### src/rtl/mult_accumulator.sv
// rtl/mult_accumulator.sv - groups consecutive valid products into dot-product sums behind a 2-entry output buffer
module mult_accumulator #(
    parameter int WIDTH_IN    = 48,
    parameter int WIDTH_OUT   = 64,
    parameter int COUNT_WIDTH = 16
) (
    input  logic                   CLK,
    input  logic                   RESET,
    input  logic [WIDTH_IN-1:0]    IN_DATA,
    input  logic                   IN_VALID,
    input  logic [COUNT_WIDTH-1:0] ACC_LEN,
    input  logic                   CLEAR,
    output logic [WIDTH_OUT-1:0]   OUT_DATA,
    output logic                   OUT_VALID,
    input  logic                   OUT_READY,
    output logic                   BUSY,
    output logic                   OVERFLOW
);

    typedef enum logic {IDLE, ACCUM} state_t;

    state_t                 state, state_next;
    logic [WIDTH_OUT-1:0]   acc, acc_next;
    logic [COUNT_WIDTH-1:0] cnt, cnt_next;
    logic [COUNT_WIDTH-1:0] len, len_next;
    logic [WIDTH_OUT-1:0]   in_ext;
    logic [WIDTH_OUT-1:0]   sum;
    logic [COUNT_WIDTH-1:0] cnt_inc;
    logic [COUNT_WIDTH-1:0] first_len;
    logic                   push;
    logic [WIDTH_OUT-1:0]   push_data;

    logic [WIDTH_OUT-1:0]   head, tail;
    logic [1:0]             fill;
    logic                   ovf;
    logic                   pop;

    assign in_ext    = WIDTH_OUT'(IN_DATA);
    assign sum       = acc + in_ext;
    assign cnt_inc   = cnt + COUNT_WIDTH'(1);
    // A zero group length is treated as a group of one product.
    assign first_len = (ACC_LEN == '0) ? COUNT_WIDTH'(1) : ACC_LEN;

    always_ff @(posedge CLK) begin
        if (!RESET) begin
            state <= IDLE;
            acc   <= '0;
            cnt   <= '0;
            len   <= '0;
        end else begin
            state <= state_next;
            acc   <= acc_next;
            cnt   <= cnt_next;
            len   <= len_next;
        end
    end

    always_comb begin
        state_next = state;
        acc_next   = acc;
        cnt_next   = cnt;
        len_next   = len;
        push       = 1'b0;
        push_data  = sum;
        if (CLEAR) begin
            state_next = IDLE;
            acc_next   = '0;
            cnt_next   = '0;
        end else if (IN_VALID) begin
            case (state)
                IDLE: begin
                    len_next  = first_len;
                    acc_next  = in_ext;
                    cnt_next  = COUNT_WIDTH'(1);
                    push_data = in_ext;
                    if (first_len == COUNT_WIDTH'(1)) begin
                        push = 1'b1;
                    end else begin
                        state_next = ACCUM;
                    end
                end
                ACCUM: begin
                    cnt_next = cnt_inc;
                    if (cnt_inc == len) begin
                        push       = 1'b1;
                        acc_next   = '0;
                        state_next = IDLE;
                    end else begin
                        acc_next = sum;
                    end
                end
                default: state_next = IDLE;
            endcase
        end
    end

    assign pop = (fill != 2'd0) && OUT_READY;

    // Shift-style buffer: head is always the oldest entry and drives OUT_DATA directly.
    always_ff @(posedge CLK) begin
        if (!RESET) begin
            head <= '0;
            tail <= '0;
            fill <= 2'd0;
            ovf  <= 1'b0;
        end else begin
            case (fill)
                2'd0: begin
                    if (push) begin
                        head <= push_data;
                        fill <= 2'd1;
                    end
                end
                2'd1: begin
                    if (pop && push) begin
                        head <= push_data;
                    end else if (pop) begin
                        fill <= 2'd0;
                    end else if (push) begin
                        tail <= push_data;
                        fill <= 2'd2;
                    end
                end
                2'd2: begin
                    if (pop) begin
                        head <= tail;
                        if (push) begin
                            tail <= push_data;
                        end else begin
                            fill <= 2'd1;
                        end
                    end else if (push) begin
                        ovf <= 1'b1;
                    end
                end
                default: fill <= 2'd0;
            endcase
        end
    end

    assign OUT_DATA  = head;
    assign OUT_VALID = (fill != 2'd0);
    assign BUSY      = (state == ACCUM);
    assign OVERFLOW  = ovf;

endmodule

### config.mk
export PLATFORM = sky130hd
export DESIGN_NAME = mult_accumulator
export DESIGN_NICKNAME = d
export VERILOG_FILES = /design/src/rtl/mult_accumulator.sv
export SDC_FILE = /design/constraint.sdc
export NUM_CORES = 1
export LEC_CHECK = 0
export BUFFER_PORTS_ARGS = -buffer_cell sky130_fd_sc_hd__buf_2
export CAP_MARGIN = 10
export CORE_MARGIN = 2
export CORE_UTILIZATION = 55
export CTS_BUF_LIST = sky130_fd_sc_hd__clkbuf_4
export DETAILED_ROUTE_END_ITERATION = 16
export GPL_TIMING_DRIVEN = 1
export HOLD_SLACK_MARGIN = 0.15
export MAX_ROUTING_LAYER = met4
export PLACE_DENSITY_LB_ADDON = 0.15
export SKIP_CTS_REPAIR_TIMING = 1
export SLEW_MARGIN = 10
export SYNTH_ARGS = -nofsm -noshare
export SYNTH_HDL_FRONTEND = slang
export SYNTH_SLANG_ARGS = --single-unit
### constraint.sdc
create_clock -name CLK -period 3.95 [get_ports CLK]
set_input_delay 0.1975 -clock CLK [delete_from_list [all_inputs] [get_ports CLK]]
set_output_delay 0.1975 -clock CLK [all_outputs]
set_load 0.02 [all_outputs]
======== Word level (Yosys, flattened, before mapping) ========
Index checks and enable logic that the tools add are counted.
Widths: inputs -> output; s select.
word-level totals
  memory bits (writable) .................. 0
  word-level logic and storage cells ...... 69
  input bits .............................. 69
  latch bits .............................. 0
  ROM bits ................................ 0
  bits in registers ....................... 228
  memories ................................ 0
  output and inout port bits .............. 67
cells by class
  magnitude comparators ................... 0
  muxes and demuxes ....................... 31
  multiply operators ...................... 0
  divide/modulo/power cells ............... 0
  reduce and logical (&&, ||, !) cells .... 13
  bitwise gates (word level) .............. 4
  add/sub/neg operators ................... 2
  equality and inequality tests ........... 11
  shift operators ......................... 0
operator list
  cell                   count
  $mux 64                11
  $pmux 64 s2            2
  $pmux 64 s3            1
  $add 64x48->64         1
  $pmux 16 s2            1
  $add 16x1->16 const B  1
  $eq 16x1->1 const B    1
  $eq 16x16->1           1
  $logic_not 16->1       1
  $mux 16                1
  $mux 2                 6
  $ne 2x2->1 const B     6
  $reduce_and 4->1       2
  $mux 1                 6
  $pmux 2 s3             1
  $reduce_and 3->1       2
  $reduce_and 5->1       1
  $not 1->1              4
  $pmux 1 s2             2
  $reduce_bool 2->1      2
  $ne 3x3->1 const B     1
  $reduce_bool 3->1      1
  $eq 2x1->1 const B     1
  $eq 2x2->1 const B     1
  other kinds (3)        4

======== Longest topological paths before layout ========
  word-level depth ........................ 11
  gate-level depth with buffers ........... 13
  gate-level depth less buffers ........... 11

======== Worst setup path after synthesis ========
No wires, ideal clock.
  path type ............................... register to register
  from .................................... register cnt[0]
  to ...................................... register tail[57]
  path slack .............................. 579 ps
  stages on the path, launching flop included .. 12
  setup time .............................. 122 ps
  data required time ...................... 3,828 ps
  data arrival time ....................... 3,249 ps
  clock period less this slack ............ 3,371 ps
  path through ............................ dfxtp_1 -> ha_1 -> nand3_1 -> or4_1 -> xnor2_1 -> a2111oi_0 -> o2111ai_2 -> o31a_4 -> nor2b_2 -> buf_4 -> nor2_2 -> a221o_1
on the way
  longest elaborated chain between the ends .. 10
  elaborated cells on any way between the ends .. 14
ends and longest elaborated chain
  element                   line  text
  start: declaration        24    logic [COUNT_WIDTH-1:0] cnt, cnt_next;
  start signal: assignment  53    cnt <= cnt_next;
  $add 16x1->16 (*)         40    assign cnt_inc = cnt + COUNT_WIDTH'(1);
  $eq 16x16->1 (*)          84    if (cnt_inc == len) begin
  $mux 1 (*)                84
  $pmux 1 s2 (*)            70    case (state)
  $mux 1 (*)                69    end else if (IN_VALID) begin
  $mux 1 (*)                65    if (CLEAR) begin
  $mux 64 (3 in series)     -
  $pmux 64 s2               -
  end signal: assignment    120   tail <= push_data;
  end signal: assignment    128   tail <= push_data;
  end: declaration          33    logic [WIDTH_OUT-1:0] head, tail;
Mark *: on every way between the ends. The rest lies on a longest branch, timed or not. The select of a mux whose other input is x is not followed.
A chain may end at the register's enable or synchronous reset.

======== Worst setup path after layout ========
  from .................................... register cnt[0]
  to ...................................... register tail[19]
Same word-level chain as after synthesis.

==> flow_summary.yaml <==
synthesis:
  ys.flop_type: "dfxtp_1"
  syn_inst: 1743
  synth-edff-count: 0
  synth_top_area_cell: "dfxtp_1"
  syn_area_sq_um: 13710
  synth_top_area_share: 0.3330
  synth-async-reset-ratio: 0
  syn_area_per_cell_sq_um: 7.864
  ys_seq_area_frac: 0.3330
  synth_seq_cells: 228
  syn-num-nets: 1862
  ys_warn_count: 0
  synth_cell_types: 84
  synth_area_leaders: "dfxtp_1, a21oi_1, nand2_1"
setup_path:
  path_class: "reg -> reg"
  max_stage_delay_ns: 0.54
  cp-end-kind: "register"
  critPathRequiredTime_ns: 4.44
  crit_chain: "ha_1, nand3_1, or4_1, xnor2_1, a2111oi_0, o2111ai_2, o31a_4, nand2b_1, buf_4, nor2_1, nor3_1"
  worstPathArrival_ns: 4.19
  crit_slowest_cell: "or4_1"
  cp_num_buf_inv: 1
  crit_fanout: 13
  crit_family: "simple AND/OR/NAND/NOR gates"
  cp-start-kind: "register"
timing:
  rsz0062_at_grt: "no"
  clock_skew_ns: 0.05135
  period_share: 0.9381
  relSlewSlack: 0.2822
  slew_viol_final: 0
  hold_viol_final: 0
  tns_ns: 0
  hold_slack_ns: 0.3330
  fin_crit_ns: 3.705
  max_freq_mhz: 269.9
  setup_viol: 0
  tightest_slew_ns: 1.073
floorplan:
  fp.dieW_microns: 161.9
  num_rows: 57
  start_util: 0.5620
  die_area_sq_um: 26200
  io_pins: 136
  fp.dieH_microns: 161.9
  core_area_sq_um: 24390
layout:
  nFillCells: 2120
  fin_area_sq_um: 16120
  area_growth_pct: 17.61
  drive_gt1_frac: 0.1726
  multi_input_area_sq_um: 8534
  layout.cells.most_common: "dfxtp_1"
  fin_nets: 2036
  most-common-layout-cells: "dfxtp_1, nand2_1, nor2_1"
  seqCellArea_sq_um: 4564
  final_cells: 2287
cts:
  cts_tree: "done"
  cts_buffers: 66
  cts.sinks: 228
  clk_pin_slew_ns: 0.06
  root_buffer: "clkbuf_4"
  clk_latency_ns: 0.68
  cts_max_level: 3
  cts.path.max_buffers: 3
power:
  p_leak_nw: 6.701
  ir_worst_vdd_uv: 193.0
  total_power_mw: 5.460
  power.density_nw_per_um2: 338.7
global_routing:
  use_met2: 0.4959
  grt_pass1_wl_mm: 66.98
  grtUsageTotal: 0.3252
  gr-usage-met3: 0.06282
  antenna_found_initial: 1
  grt_pass1_vias: 12900
  grt-ovfl-total: 0
  grt_max_degree: 66
  grt_busiest_layer: "met2"
  use_met1: 0.4233
routing:
  vias_per_cell: 6.321
  drc: 0
  detail_route.wirelength_mm: 43.69
  wl_per_cell_microns: 19.10
  drtAntennaViolNets: 0
  drt_iter0_markers: 1395
  vias: 14455
  drt-pass1-iter-count: 10
place:
  place.port_buffers: 135
  place.gp.congestion: 1.006
  placedCellCount: 2105
  placed_area_sq_um: 14600
  hpwl_mm: 29.74
outcome:
  status: "finished, final reports clean"
min_path:
  min_path_type: "in -> reg"
flow_run:
  maxCapViolCount: 0
-- cell usage after synthesis (5+ instances only) --
library cell    n
o2111ai_1       5
a211oi_2       14
and3_1         13
a222oi_1       34
ha_1           49
a211oi_1       24
buf_4           8
a21oi_1       157
o22ai_1        11
nor2_1        190
nand4_1        27
a21boi_0        5
nand2_1       190
o21ai_0       113
nor3b_1         5
dfxtp_1       228
a31oi_1        33
xor2_1         26
inv_1          18
o21bai_1       10
a21o_1         32
and2_1          7
o31ai_1         8
or2_2           8
o21a_1         11
or4_1           5
a221oi_1       13
a22oi_1        19
nor3_1         34
or3_1          19
a32oi_1         5
mux2i_1        28
o221ai_1        7
nand3_2         5
buf_2          24
a2111oi_0       5
xnor2_1        47
o211ai_1       31
a211o_1         6
nand3_1        59
nand2b_1       19
clkbuf_1      100
nor4_1         11
a22o_1          7
-- routing by layer --
layer	routed length [microns]	up-vias
li1	-	6868
met1	18330	6743
met2	19930	745
met3	4166	99
met4	1272	0
met5	0	-
-- final timing paths --
check | from | end | slack, ns | depth (start not counted)
setup / recovery | cnt[0] | tail[19] | 0.24 | 11
hold reg to reg | OUT_DATA[9] | OUT_DATA[9] | 0.45 | 2
hold / removal | IN_DATA[31] | acc[31] | 0.33 | 4
setup reg to reg | cnt[0] | tail[19] | 0.24 | 11
-- state kept, by name, summed over array words and instances, names as in the netlist --
name      count
BUSY          1
OUT_DATA     64
len          16
tail         64
fill          2
acc          64
cnt          16
OVERFLOW      1
-- per-stage QoR --
step / utilization / worst slack, ns
after floorplan: - / 0.5793
after global placement: 0.5986 / 0.3725
after detailed placement: 0.5986 / 0.3057
after CTS: 0.6325 / 0.2721
after global routing: 0.6609 / 0.01707
final: 0.6609 / 0.2446
-- logic make-up after synthesis --
family,count (synthesis),synth area share
adders and majority gates,50,0.04619
xor gates and xnor gates,73,0.04665
DFF,228,0.3330
buffers and inverters,156,0.04765
AOI/OAI and AO/OA,592,0.2949
and+or+nand+nor,614,0.2095
muxes,30,0.02209
-- final cells by class --
| cell class | instances | area share |
|---|---|---|
| well taps | 324 | 0.02515 |
| multi-input cells | 1359 | 0.5294 |
| flip-flops and latches | 228 | 0.2831 |
| repair buffers | 243 | 0.1059 |
| clock buffers | 97 | 0.04517 |
| diodes | 5 | 0.0007762 |
| clock inverters | 12 | 0.006054 |
| inverters | 19 | 0.004424 |
-- power breakdown --
group	internal (mW)	switching, mW
clock	1.24	1.01
sequential	2.33	0.0198
combinational	0.319	0.542
-- tightest hold or removal path, stage by stage --
cell	delay, ns
dlygate4sd3_1	0.52
buf_2	0.12
a222oi_1	0.06
nor2_1	0.08
Power figures use the tool's default switching activity.
